## src/rtl/load_store_unit.sv

```systemverilog
// rtl/load_store_unit.sv - RV32I byte-addressed load/store front end for a word-wide RAM
//
// Purpose:
//   Accepts one load or store per req_valid/req_ready handshake and drives a
//   word-wide RAM that has no byte enables. Sub-word loads are lane-extracted
//   and sign/zero extended. SB/SH are done as read-modify-write.
//   Optional build macro: LSU_RANGE_CHECK_EN. When defined, any nonzero address
//   bit above the RAM window is an error. When undefined, addresses wrap.
//
// Ports:
//   clk, rst_n              clock (rising edge), asynchronous active-low reset
//   req_valid / req_ready   request handshake; ready only while idle
//   req_we, req_funct3      store flag and RV32I width/sign code
//   req_addr, req_wdata     byte address and right-aligned store data
//   rsp_valid               one-cycle completion pulse
//   rsp_err, rsp_rdata      rejection flag and extended load data
//   ram_wen/ram_waddr/ram_wdata   RAM write port (word address)
//   ram_ren/ram_raddr/ram_rdata   RAM read port; data arrives one cycle after ren
module load_store_unit #(
  parameter  int MEM_DEPTH = 256,
  localparam int RAM_AW    = $clog2(MEM_DEPTH)
) (
  input  logic              clk,
  input  logic              rst_n,
  input  logic              req_valid,
  output logic              req_ready,
  input  logic              req_we,
  input  logic [2:0]        req_funct3,
  input  logic [31:0]       req_addr,
  input  logic [31:0]       req_wdata,
  output logic              rsp_valid,
  output logic              rsp_err,
  output logic [31:0]       rsp_rdata,
  output logic              ram_wen,
  output logic              ram_ren,
  output logic [RAM_AW-1:0] ram_waddr,
  output logic [RAM_AW-1:0] ram_raddr,
  output logic [31:0]       ram_wdata,
  input  logic [31:0]       ram_rdata
);

  typedef enum logic [2:0] {
    S_IDLE = 3'd0,
    S_WR   = 3'd1,
    S_RD   = 3'd2,
    S_CAP  = 3'd3,
    S_RMW  = 3'd4,
    S_RESP = 3'd5
  } state_t;

  state_t              state_q, state_d;
  logic                we_q, we_d;
  logic [2:0]          f3_q, f3_d;
  logic [1:0]          lane_q, lane_d;
  logic [RAM_AW-1:0]   word_q, word_d;
  logic [31:0]         wdata_q, wdata_d;
  logic                rsp_valid_q, rsp_valid_d;
  logic                rsp_err_q, rsp_err_d;
  logic [31:0]         rsp_rdata_q, rsp_rdata_d;
  logic                ram_wen_q, ram_wen_d;
  logic                ram_ren_q, ram_ren_d;

  logic                req_err;
  logic                range_err;
  logic [31:0]         rmw_word;
  logic [31:0]         load_word;

`ifdef LSU_RANGE_CHECK_EN
  assign range_err = |req_addr[31:RAM_AW+2];
`else
  // Upper address bits are deliberately ignored so accesses alias modulo the RAM size.
  logic unused_addr_hi;
  assign unused_addr_hi = ^req_addr[31:RAM_AW+2];
  assign range_err      = 1'b0;
`endif

  // Rejection rules evaluated on the live request at acceptance.
  always_comb begin
    req_err = 1'b0;
    if (req_funct3 == 3'b011 || req_funct3 == 3'b110 || req_funct3 == 3'b111)
      req_err = 1'b1;
    if (req_we && req_funct3[2])
      req_err = 1'b1;
    if (req_funct3[1:0] == 2'b01 && req_addr[0])
      req_err = 1'b1;
    if (req_funct3 == 3'b010 && req_addr[1:0] != 2'b00)
      req_err = 1'b1;
    if (range_err)
      req_err = 1'b1;
  end

  // Old word with the addressed byte or half replaced by the store data.
  always_comb begin
    rmw_word = ram_rdata;
    if (f3_q[0])
      rmw_word[{lane_q[1], 4'b0000} +: 16] = wdata_q[15:0];
    else
      rmw_word[{lane_q, 3'b000} +: 8] = wdata_q[7:0];
  end

  // Lane extraction plus sign/zero extension for the returned load word.
  always_comb begin
    logic [7:0]  b;
    logic [15:0] h;
    b = ram_rdata[{lane_q, 3'b000} +: 8];
    h = ram_rdata[{lane_q[1], 4'b0000} +: 16];
    case (f3_q)
      3'b000:  load_word = {{24{b[7]}}, b};
      3'b100:  load_word = {24'd0, b};
      3'b001:  load_word = {{16{h[15]}}, h};
      3'b101:  load_word = {16'd0, h};
      default: load_word = ram_rdata;
    endcase
  end

  always_comb begin
    state_d     = state_q;
    we_d        = we_q;
    f3_d        = f3_q;
    lane_d      = lane_q;
    word_d      = word_q;
    wdata_d     = wdata_q;
    rsp_err_d   = rsp_err_q;
    rsp_rdata_d = rsp_rdata_q;
    case (state_q)
      S_IDLE: begin
        if (req_valid) begin
          we_d      = req_we;
          f3_d      = req_funct3;
          lane_d    = req_addr[1:0];
          word_d    = req_addr[RAM_AW+1:2];
          wdata_d   = req_wdata;
          rsp_err_d = req_err;
          if (req_err || req_we)
            rsp_rdata_d = 32'd0;
          if (req_err)
            state_d = S_RESP;
          else if (req_we && req_funct3 == 3'b010)
            state_d = S_WR;
          else
            state_d = S_RD;
        end
      end
      S_WR:   state_d = S_RESP;
      S_RD:   state_d = we_q ? S_RMW : S_CAP;
      S_CAP: begin
        rsp_rdata_d = load_word;
        state_d     = S_RESP;
      end
      S_RMW:  state_d = S_RESP;
      S_RESP: state_d = S_IDLE;
      default: state_d = S_IDLE;
    endcase
    // Strobes are registered from the next state so they line up with it.
    ram_wen_d   = (state_d == S_WR) || (state_d == S_RMW);
    ram_ren_d   = (state_d == S_RD);
    rsp_valid_d = (state_d == S_RESP);
  end

  always_ff @(posedge clk or negedge rst_n) begin
    if (!rst_n) begin
      state_q     <= S_IDLE;
      we_q        <= 1'b0;
      f3_q        <= 3'd0;
      lane_q      <= 2'd0;
      word_q      <= '0;
      wdata_q     <= 32'd0;
      rsp_valid_q <= 1'b0;
      rsp_err_q   <= 1'b0;
      rsp_rdata_q <= 32'd0;
      ram_wen_q   <= 1'b0;
      ram_ren_q   <= 1'b0;
    end else begin
      state_q     <= state_d;
      we_q        <= we_d;
      f3_q        <= f3_d;
      lane_q      <= lane_d;
      word_q      <= word_d;
      wdata_q     <= wdata_d;
      rsp_valid_q <= rsp_valid_d;
      rsp_err_q   <= rsp_err_d;
      rsp_rdata_q <= rsp_rdata_d;
      ram_wen_q   <= ram_wen_d;
      ram_ren_q   <= ram_ren_d;
    end
  end

  assign req_ready = (state_q == S_IDLE);
  assign rsp_valid = rsp_valid_q;
  assign rsp_err   = rsp_err_q;
  assign rsp_rdata = rsp_rdata_q;
  assign ram_wen   = ram_wen_q;
  assign ram_ren   = ram_ren_q;
  assign ram_waddr = word_q;
  assign ram_raddr = word_q;
  // Read data for the merge only exists during RMW, so the merged word is not registered.
  assign ram_wdata = (state_q == S_RMW) ? rmw_word : wdata_q;

endmodule

```

## config.mk

```make
export PLATFORM = sky130hd
export DESIGN_NAME = load_store_unit
export DESIGN_NICKNAME = d
export VERILOG_FILES = /design/src/rtl/load_store_unit.sv
export SDC_FILE = /design/constraint.sdc
export NUM_CORES = 1
export LEC_CHECK = 0
export BUFFER_PORTS_ARGS = -buffer_cell sky130_fd_sc_hd__buf_2
export CORE_MARGIN = 3
export CORE_UTILIZATION = 45
export CTS_CLUSTER_SIZE = 28
export DETAILED_ROUTE_END_ITERATION = 16
export HOLD_SLACK_MARGIN = 0.05
export PLACE_DENSITY = 0.77
export SKIP_CTS_REPAIR_TIMING = 1
export SYNTH_ARGS = -nofsm -noshare
export SYNTH_HDL_FRONTEND = slang
export SYNTH_SLANG_ARGS = --single-unit
```

## constraint.sdc

```tcl
create_clock -name clk -period 2.3 [get_ports clk]
set_input_delay 0.115 -clock clk [delete_from_list [all_inputs] [get_ports clk]]
set_output_delay 0.115 -clock clk [all_outputs]
set_load 0.02 [all_outputs]
```

==> qor.yml <==
cts:
  cts_made_buffers: 9
  cts_buffer_depth: 2
  clock_sinks: 85
  cts_tree: "yes"
  clk_latency_ps: 360
  cts_root_buffer: "clkbuf_8"
  cts.htree.levels: 3
  clk_pin_slew_ps: 90
setup_path:
  crit_type: "register to output port"
  worstSetupStartpointType: "register"
  cp_max_fo: 5
  path_cells: "inv_2 > ha_4 > nand2_1 > nor3_4 > buf_6 > a221oi_1 > a211oi_2 > a21o_1 > buf_2"
  r2r_end: "rsp_rdata[23]$_DFFE_PN0P_"
  arrival_ps: 2280
  reg2regPathDepth: 7
  crit_family: "compound AO/OA/AOI/OAI gates"
  rrSetupSlack_ps: 330
  cp_num_buf_inv: 3
  worstPathRequired_ps: 2180
  endpoint_kind: "output port"
  slowest_delay_ps: 410
  r2r_start: "lane_q[1]$_DFFE_PN0P_"
  cp_slowest_cell: "dfrtp_1"
logic_synthesis:
  ys_ff_latch: 85
  yosys_most_used_dff: "dfrtp_1"
  synth_cells: 463
  synth_fp_nets: 571
  synth_seq_area_share_pct: 43.2
  synth.distinct_cells: 49
  syn-cell-area_um2: 4930
  syn_area_per_cell_um2: 10.6
  yosysWarnings: 0
  synth_edf_count: 0
  async_reset_ff_share_pct: 100
sta:
  hold_viol: 0
  finalCritPeriodShare_pct: 104
  fin_skew_ps: 14.8
  fmax_ghz: 0.417
  slew_headroom_pct: 58.7
  timing.hold.ws_ps: 54.4
  fin_tns_setup_ps: -226
  setup_ws_ps: -97.6
  setup-violations-final: 9
  worstMarginPinSlew_ps: 620
  rsz0062_at_grt: "yes"
  finalCriticalPeriod_ps: 2400
  slew_violations: 0
detailed_routing:
  wl_per_cell_um: 19.9
  vias: 4772
  first_pass_iters: 5
  drtAntennaViolNets: 0
  drc: 0
  wirelength_um: 16100
  via_per_inst: 5.90
  drtIter0Drc: 374
power_and_ir_drop:
  p_leak_nw: 3.17
  ir_drop_mv: 0.913
  p_per_area_nw_per_um2: 1510
layout:
  area_growth_pct: 38.6
  diodes: 0
  layout-drive-gt1-share_pct: 46.2
  mostFrequentLayoutCells: "buf_2 (158), dfrtp_1 (83), mux2_2 (47)"
  fin_nets: 777
  final_common_cell: "buf_2"
floorplanning:
  rows: 37
  core_um2: 10500
  die_area_um2: 12200
  boundaryPins: 188
  die_y_um: 111
  start_util_pct: 46.9
  die_w_um: 111
run_status:
  outcome: "finished with violations"
  violations: "negative setup slack"
grt:
  antenna_found_initial: 0
  grt-ovfl-total: 0
  grt_usage_pct: 24.2
  grt_max_degree: 45
  grt_pass1_vias: 4524
  grt_first_pass_wirelength_um: 23700
worst_hold_path:
  hold_path_class: "input port to register"
  hold_path_startpoint: "ram_rdata[5]"
  min_to: "rsp_rdata[5]$_DFFE_PN0P_"
  hold_depth: 3
placed_design:
  gp_congestion: 0.961
  hpwl_um: 11500
  io_buffers: 165
run:
  cap_viol_max_count: 0
flip-flops by register name (all words and copies together), names as in the netlist:
| register | flops |
|---|---|
| f3_q | 3 |
| lane_q | 2 |
| ram_raddr | 8 |
| ram_ren | 1 |
| ram_wen | 1 |
| rsp_err | 1 |
| rsp_rdata | 32 |
| rsp_valid | 1 |
| state_q | 3 |
| wdata_q | 32 |
| we_q | 1 |
worst min-delay path: cells and delay by family:
family                 cells  cell delay, ps
and+or+nand+nor            1              90
buffers and inverters      1             110
AOI/OAI and AO/OA          1              60
worst max path at each step:
stage,end,from,depth (start not counted),slack [ps]
final,ram_wdata[16],lane_q[0]$_DFFE_PN0P_,9,-100
after global routing,ram_wdata[16],lane_q[1]$_DFFE_PN0P_,9,-220
after CTS,ram_wdata[30],lane_q[0]$_DFFE_PN0P_,7,-370
after detailed placement,ram_wdata[17],lane_q[1]$_DFFE_PN0P_,8,40
after global placement,rsp_rdata[31]$_DFFE_PN0P_,lane_q[1]$_DFFE_PN0P_,5,120
after floorplan,ram_wdata[16],lane_q[1]$_DFFE_PN0P_,9,30
stage by stage:
| stage | worst slack, ps | power [mW] | std cells | area (µm²) | utilization [%] |
|---|---|---|---|---|---|
| 5_1_grt | -216 | 10.9 | 809 | 6830 | 65.0 |
| 6_report | -97.6 | 10.3 | 809 | 6830 | 65.0 |
| 3_3_place_gp | 121 | 8.43 | 737 | 5890 | 56.0 |
| 2_1_floorplan | 26.6 | 6.81 | 463 | 4960 | - |
| 3_5_place_dp | 38.6 | 8.59 | 737 | 5890 | 56.0 |
| 4_1_cts | -367 | 9.76 | 752 | 6100 | 58.0 |
synthesized netlist by cell type (2+ instances only):
cell type	number	area, µm²
a211oi_1	21	158
inv_1	9	33.8
a221oi_1	17	149
mux2_2	47	529
dfrtp_1	85	2130
buf_2	16	80.1
mux2i_1	17	170
a221o_1	9	90.1
o31ai_1	5	37.5
nor2b_1	6	37.5
clkbuf_1	15	56.3
a21o_1	16	120
nand2_1	25	93.8
mux4_2	3	67.6
a22o_1	8	70.1
nand3_1	8	40.0
and2_1	7	43.8
nor4_1	2	12.5
or3_1	8	50.1
o21ai_0	34	170
buf_4	9	67.6
a21oi_1	17	85.1
ha_1	5	62.6
a32o_1	8	80.1
nand2b_1	19	119
nor3_1	4	20.0
a221o_2	9	101
nor2_1	12	45.0
o22ai_1	2	12.5
report_power, final:
part	internal (mW)	total [mW]	leakage [nW]	switching, mW
registers	2.20	2.89	1.07	0.683
clock network	0.634	1.16	0.105	0.525
logic	2.65	6.27	2.00	3.63
total	5.49	10.3	3.17	4.83
cell type report:
class	count	area, µm²
clock buffer	11	141
clock inverter	4	72.6
fill	830	3680
inverter	10	37.5
multi-input combinational	326	2710
sequential	85	2130
tap	136	170
timing repair buffer	237	1570
per-layer routing:
layer,vias up,wire (µm),track usage [%]
met5,-,0,0
met4,0,314,9.93
met3,27,1500,7.26
met2,246,7660,37.7
met1,2330,6620,31.6
li1,2169,-,-
cells by family after synthesis:
| group | share of synthesized area (%) |
|---|---|
| muxes | 15.6 |
| buffers and inverters | 5.20 |
| DFF | 43.2 |
| adders and majority gates | 1.27 |
| xor gates and xnor gates | 0.178 |
| and+or+nand+nor | 11.4 |
| AOI/OAI and AO/OA | 23.2 |
Note: power is estimated with default switching activity, not from simulation.
